===== src/rtl/hash160_pkg.sv =====
// Shared constants and FSM state type for the Hash160 host-side block streamer.
package hash160_pkg;

  localparam logic [7:0]  START_MARKER = 8'hAA;
  localparam int unsigned BLK_BYTES    = 64;
  localparam int unsigned BLK_W        = 8 * BLK_BYTES;
  localparam int unsigned DIGEST_W     = 160;

  typedef enum logic [2:0] {
    StIdle,
    StCrst,
    StStart,
    StData,
    StWait,
    StHold
  } state_e;

endpackage


===== src/rtl/hash160_byte_shifter.sv =====
// Block-wide load/shift register that presents its most significant byte.
module hash160_byte_shifter #(
  parameter int unsigned Width = hash160_pkg::BLK_W
) (
  input  logic             clk,
  input  logic             rst,
  input  logic             load_i,
  input  logic             shift_i,
  input  logic [Width-1:0] data_i,
  output logic [7:0]       top_byte_o
);

  logic [Width-1:0] sr_q;
  logic [Width-1:0] sr_d;

  always_comb begin
    sr_d = sr_q;
    if (load_i) begin
      sr_d = data_i;
    end else if (shift_i) begin
      sr_d = {sr_q[Width-9:0], 8'h00};
    end
  end

  always_ff @(posedge clk or posedge rst) begin
    if (rst) begin
      sr_q <= '0;
    end else begin
      sr_q <= sr_d;
    end
  end

  assign top_byte_o = sr_q[Width-1 -: 8];

endmodule


===== src/rtl/hash160_block_streamer.sv =====
// Streams one message block into the Hash160 core and returns the captured digest.
module hash160_block_streamer #(
  parameter int unsigned BLK_BYTES      = hash160_pkg::BLK_BYTES,
  parameter int unsigned DIGEST_W       = hash160_pkg::DIGEST_W,
  parameter int unsigned TIMEOUT_CYCLES = 4095
) (
  input  logic                   clk,
  input  logic                   rst,
  input  logic                   i_blk_valid,
  input  logic [8*BLK_BYTES-1:0] i_blk,
  output logic                   o_blk_ready,
  output logic                   o_core_rst_n,
  output logic [7:0]             o_text,
  input  logic                   i_core_valid,
  input  logic [DIGEST_W-1:0]    i_core_answer,
  output logic [DIGEST_W-1:0]    o_digest,
  output logic                   o_digest_valid,
  input  logic                   i_digest_ready,
  output logic                   o_timeout,
  output logic                   o_busy
);

  import hash160_pkg::*;

  localparam int unsigned CntW = $clog2(BLK_BYTES);
  localparam int unsigned ToW  = $clog2(TIMEOUT_CYCLES + 1);
  localparam logic [CntW-1:0] LastByte = CntW'(BLK_BYTES - 1);
  localparam logic [ToW-1:0]  ToLimit  = ToW'(TIMEOUT_CYCLES);

  state_e              state_q, state_d;
  logic                blk_ready_q, blk_ready_d;
  logic                core_rst_n_q, core_rst_n_d;
  logic [7:0]          text_q, text_d;
  logic [DIGEST_W-1:0] digest_q, digest_d;
  logic                digest_valid_q, digest_valid_d;
  logic                timeout_q, timeout_d;
  logic                busy_q, busy_d;
  logic [CntW-1:0]     byte_cnt_q, byte_cnt_d;
  logic [ToW-1:0]      to_cnt_q, to_cnt_d;
  logic [ToW-1:0]      to_next;
  logic                core_valid_prev_q;
  logic                core_edge;
  logic                sr_load;
  logic                sr_shift;
  logic [7:0]          sr_top;

  hash160_byte_shifter #(
    .Width (8 * BLK_BYTES)
  ) u_shifter (
    .clk        (clk),
    .rst        (rst),
    .load_i     (sr_load),
    .shift_i    (sr_shift),
    .data_i     (i_blk),
    .top_byte_o (sr_top)
  );

  // The previous level is tracked in every state so a done level that is
  // already high when WAIT is entered never looks like a fresh edge.
  assign core_edge = i_core_valid & ~core_valid_prev_q;
  assign to_next   = to_cnt_q + 1'b1;

  always_comb begin
    state_d        = state_q;
    blk_ready_d    = blk_ready_q;
    core_rst_n_d   = core_rst_n_q;
    text_d         = text_q;
    digest_d       = digest_q;
    digest_valid_d = digest_valid_q;
    timeout_d      = timeout_q;
    byte_cnt_d     = byte_cnt_q;
    to_cnt_d       = to_cnt_q;
    sr_load        = 1'b0;
    sr_shift       = 1'b0;

    case (state_q)
      StIdle: begin
        blk_ready_d  = 1'b1;
        core_rst_n_d = 1'b1;
        text_d       = 8'h00;
        if (i_blk_valid && blk_ready_q) begin
          sr_load      = 1'b1;
          timeout_d    = 1'b0;
          blk_ready_d  = 1'b0;
          core_rst_n_d = 1'b0;
          state_d      = StCrst;
        end
      end
      StCrst: begin
        core_rst_n_d = 1'b1;
        text_d       = START_MARKER;
        state_d      = StStart;
      end
      StStart: begin
        text_d     = sr_top;
        sr_shift   = 1'b1;
        byte_cnt_d = '0;
        state_d    = StData;
      end
      StData: begin
        // byte_cnt_q is the index of the byte currently on o_text.
        if (byte_cnt_q == LastByte) begin
          text_d   = 8'h00;
          to_cnt_d = '0;
          state_d  = StWait;
        end else begin
          text_d     = sr_top;
          sr_shift   = 1'b1;
          byte_cnt_d = byte_cnt_q + 1'b1;
        end
      end
      StWait: begin
        text_d = 8'h00;
        if (core_edge) begin
          digest_d       = i_core_answer;
          digest_valid_d = 1'b1;
          state_d        = StHold;
        end else if (to_next == ToLimit) begin
          timeout_d = 1'b1;
          state_d   = StIdle;
        end else begin
          to_cnt_d = to_next;
        end
      end
      StHold: begin
        if (i_digest_ready) begin
          digest_valid_d = 1'b0;
          state_d        = StIdle;
        end
      end
      default: begin
        state_d = StIdle;
      end
    endcase

    busy_d = (state_d != StIdle);
  end

  always_ff @(posedge clk or posedge rst) begin
    if (rst) begin
      state_q           <= StIdle;
      blk_ready_q       <= 1'b0;
      core_rst_n_q      <= 1'b0;
      text_q            <= 8'h00;
      digest_q          <= '0;
      digest_valid_q    <= 1'b0;
      timeout_q         <= 1'b0;
      busy_q            <= 1'b0;
      byte_cnt_q        <= '0;
      to_cnt_q          <= '0;
      core_valid_prev_q <= 1'b0;
    end else begin
      state_q           <= state_d;
      blk_ready_q       <= blk_ready_d;
      core_rst_n_q      <= core_rst_n_d;
      text_q            <= text_d;
      digest_q          <= digest_d;
      digest_valid_q    <= digest_valid_d;
      timeout_q         <= timeout_d;
      busy_q            <= busy_d;
      byte_cnt_q        <= byte_cnt_d;
      to_cnt_q          <= to_cnt_d;
      core_valid_prev_q <= i_core_valid;
    end
  end

  assign o_blk_ready    = blk_ready_q;
  assign o_core_rst_n   = core_rst_n_q;
  assign o_text         = text_q;
  assign o_digest       = digest_q;
  assign o_digest_valid = digest_valid_q;
  assign o_timeout      = timeout_q;
  assign o_busy         = busy_q;

endmodule

===== config.mk =====
export PLATFORM = sky130hd
export DESIGN_NAME = hash160_block_streamer
export DESIGN_NICKNAME = d
export VERILOG_FILES = /design/src/rtl/hash160_pkg.sv /design/src/rtl/hash160_byte_shifter.sv /design/src/rtl/hash160_block_streamer.sv
export SDC_FILE = /design/constraint.sdc
export NUM_CORES = 2
export LEC_CHECK = 0
export CORE_AREA = 4 4 325 327
export CTS_BUF_LIST = sky130_fd_sc_hd__clkbuf_8
export DETAILED_ROUTE_END_ITERATION = 7
export DIE_AREA = 0 0 329 331
export GPL_ROUTABILITY_DRIVEN = 0
export HOLD_SLACK_MARGIN = 0.02
export PLACE_DENSITY_LB_ADDON = 0.15
export SYNTH_ARGS = -nofsm -noshare
export SYNTH_HDL_FRONTEND = slang
export SYNTH_SLANG_ARGS = --single-unit

===== constraint.sdc =====
create_clock -name clk -period 25.3 [get_ports clk]
set_clock_uncertainty 0.2 [all_clocks]
set_input_delay 5.06 -clock clk [delete_from_list [all_inputs] [get_ports clk]]
set_output_delay 5.06 -clock clk [all_outputs]
set_load 0.1 [all_outputs]

==> flow_summary.json <==
{
  "cpMostUsedCell": "buf_4",
  "critPathCaptureType": "flop",
  "root_buffer": "clkbuf_8",
  "path_cells": "clkdlybuf4s50_1, nand3_4, buf_4, buf_4, buf_12, buf_4, buf_4, nor2_1, a31oi_1",
  "hold_start": "o_digest[130]$_DFFE_PP0P_",
  "cts_made_buffers": 136,
  "hold_viol_final": 0,
  "portBuffers": 849,
  "maxSlewHeadroom_pct": 15.4,
  "whs_endpoint": "o_digest[130]$_DFFE_PP0P_",
  "rr_startpoint": "state_q[0]$_DFF_PP0_",
  "wire_per_inst_um": 20.0,
  "yosysWarnings": 0,
  "drive_gt1_share_pct": 5.50,
  "ios": 850,
  "regToRegSetupSlack_ns": 19.09,
  "synth.net_count": 4326,
  "setup_tns_ns": 0,
  "min_path_cells": 2,
  "ys.flop_type": "dfrtp_1",
  "setup_viol": 0,
  "seq_area_frac_synth_pct": 57.8,
  "antenna_found_initial": 56,
  "post_cts_resized": 0,
  "cpMaxStageDelayCell": "buf_4",
  "rows": 118,
  "gr-total-overflow": 0,
  "holdBufCountCts": 0,
  "drt_iter0_drc": 2265,
  "slowest_delay_ns": 0.91,
  "p_int_uw": 2540,
  "floorplan.die_area_mm2": 0.109,
  "hpwl_um": 82200,
  "grt_max_degree": 236,
  "max_freq_ghz": 0.0988,
  "worstReg2RegEnd": "u_shifter.sr_q[366]$_DFFE_PP0P_",
  "grt_setup_unrepaired": "false",
  "drcViolationCount": 0,
  "ys_types": 46,
  "drv_slew": 0,
  "path_buf_inv": 6,
  "die_x_um": 329,
  "cts_setup_buffers": 0,
  "async_flop_share_pct": 100,
  "critPathMaxFanout": 215,
  "grt_pass1_vias": 27400,
  "detail_route.first_pass.iterations": 5,
  "p_per_area_mw_per_mm2": 105,
  "regArea_mm2": 0.0177,
  "htree_levels": 4,
  "clk_pin_slew_ns": 0.06,
  "multiInputGateArea_mm2": 0.0117,
  "worstSetupPathType": "primary input to flop",
  "clkPwrFrac_pct": 26.0,
  "final_util_pct": 41.5,
  "core-area_mm2": 0.103,
  "layout.nets": 5073,
  "synth_cells": 3646,
  "antenna_left": 0,
  "die_h_um": 331,
  "synth_area_per_cell_um2": 8.39,
  "p_leak_uw": 0.0192,
  "start_util_pct": 29.7,
  "clock_latency_ns": 0.80,
  "finalCritPeriodShare_pct": 40.0,
  "cts.sinks": 707,
  "syn_area_mm2": 0.0306,
  "status": "completed",
  "cap_violations": 0,
  "fill_cells": 10500,
  "power.switching_uw": 1950,
  "synth-seq-cells": 707,
  "peakVddDrop_uv": 80.6,
  "arrival_ns": 10.63,
  "hp-class": "flop to flop",
  "worst_pin_slew_ns": 1.27,
  "seqPwrFrac_pct": 36.2,
  "syn2layout_area_growth_pct": 39.7,
  "cts_tree": "built",
  "dp_cells": 5635,
  "grt_pass1_wl_um": 172000,
  "critPathRequiredTime_ns": 25.81,
  "synth-edff-count": 0,
  "power_frac_comb_pct": 37.8,
  "critPathLaunchType": "primary input",
  "reg2reg_depth": 9,
  "swShare_pct": 43.4,
  "finalPower_uw": 4480,
  "avgViaCountPerCell": 4.73,
  "drt-total-wl_um": 118000,
  "path_delay_family": "buffers and inverters",
  "instances_no_fill": 5911,
  "vias": 28000,
  "finalCriticalPeriod_ns": 10.12,
  "track_usage_pct": 20.8,
  "ctsLongestPathBuffers": 3
}
layer usage:
metal	up-vias	GRT usage [%]	share of wire, %
li1	13500	-	-
met4	38	7.15	2.6
met3	208	7.05	7.8
met1	13400	27.2	43
met5	-	0	0.21
met2	744	32.3	47
worst min-delay path: cells and delay by family (launching register included):
family           cells  cell delay [ns]
DFF                  1             0.34
and+or+nand+nor      2             0.10
logic make-up (layout without fill, tap and decap cells):
family | Yosys count | count (layout) | share of synthesized area (%)
other | 0 | 39 | 0
and+or+nand+nor | 2099 | 2099 | 26.3
buffers and inverters | 275 | 1121 | 4.18
xor gates and xnor gates | 2 | 2 | 0.0573
AOI/OAI and AO/OA | 560 | 560 | 11.5
adders and majority gates | 3 | 3 | 0.123
DFF | 707 | 707 | 57.8
registers in the layout, indices dropped and copies added, names as in the netlist, 3 cells and up:
register / flops
u_shifter.sr_q: 512
o_text: 8
state_q: 3
to_cnt_q: 12
byte_cnt_q: 6
o_digest: 160
how the worst max path moves through the flow:
stage / endpoint / slack, ns / cells past startpoint / from
finish: u_shifter.sr_q[366]$_DFFE_PP0P_ / 15.18 / 9 / i_blk_valid
CTS: u_shifter.sr_q[391]$_DFFE_PP0P_ / 15.22 / 9 / i_blk_valid
floorplan: byte_cnt_q[0]$_DFFE_PP0P_ / 0.21 / 1 / rst
global placement: u_shifter.sr_q[329]$_DFFE_PP0P_ / 14.39 / 9 / i_blk_valid
detailed placement: u_shifter.sr_q[391]$_DFFE_PP0P_ / 14.29 / 9 / i_blk_valid
global route: u_shifter.sr_q[366]$_DFFE_PP0P_ / 14.68 / 9 / i_blk_valid
layout by cell type (no fill, tap or decap), types with 4 or more instances in the layout:
cell type / Yosys / routed
nor2b_1: 7 / 7
nor2_1: 519 / 519
a31oi_1: 510 / 510
a22o_1: 4 / 4
clkinv_2: 0 / 11
a21oi_1: 7 / 7
clkdlybuf4s50_1: 0 / 842
diode_2: 0 / 39
clkbuf_8: 0 / 172
o21ai_0: 28 / 28
buf_12: 0 / 4
dfrtp_1: 707 / 707
nor3_1: 8 / 8
and2_1: 4 / 4
inv_1: 5 / 47
nand3_1: 11 / 10
nand2_1: 1524 / 1522
nand4_1: 7 / 7
bufinv_16: 0 / 4
buf_4: 33 / 33
per-stage QoR:
stage          setup WS, ns  hold slack [ns]  area (um^2)
3_5_place_dp          14.29            0.261        39900
5_1_grt               14.68            0.287        42700
4_1_cts               15.22            0.275        42600
3_3_place_gp          14.39            0.257        39900
6_report              15.18            0.270        42700
2_1_floorplan         0.211            0.251        30600
power groups by stage:
stage	clock (uW)	sequential (uW)	combinational, uW
6_report	1170	1620	1690
5_1_grt	1270	1660	1790
4_1_cts	1210	1620	1720
3_5_place_dp	0	1630	1710
3_3_place_gp	0	1640	1700
2_1_floorplan	0	2380	436
synth_stat cells (2+ instances only):
| cell | n | area, um^2 |
|---|---|---|
| nor3_1 | 8 | 40.0 |
| nand2_1 | 1524 | 5720 |
| nor3b_1 | 2 | 15.0 |
| nor2b_1 | 7 | 43.8 |
| a21oi_1 | 7 | 35.0 |
| inv_1 | 5 | 18.8 |
| buf_1 | 7 | 26.3 |
| buf_4 | 33 | 248 |
| o21ai_0 | 28 | 140 |
| nand2b_1 | 2 | 12.5 |
| xnor2_1 | 2 | 17.5 |
| buf_6 | 2 | 22.5 |
| clkbuf_1 | 141 | 529 |
| dfrtp_1 | 707 | 17700 |
| nand4_1 | 7 | 43.8 |
| buf_2 | 87 | 435 |
| a22o_1 | 4 | 35.0 |
| and2_1 | 4 | 25.0 |
| nand3_1 | 11 | 55.1 |
| nor2_1 | 519 | 1950 |
| ha_1 | 3 | 37.5 |
| a31oi_1 | 510 | 3190 |
| and4_1 | 2 | 17.5 |
| a21oi_2 | 2 | 17.5 |
final cells by class:
cell class              instances  share of cell area [%]
flip-flops and latches        707                    41.4
multi-input cells            2664                    27.3
repair buffers                879                    20.5
clock buffers                 172                    5.54
well taps                    1380                    4.04
clock inverters                65                   0.929
diodes                         39                   0.228
inverters                       5                  0.0615
Power figures use the tool's default switching activity.
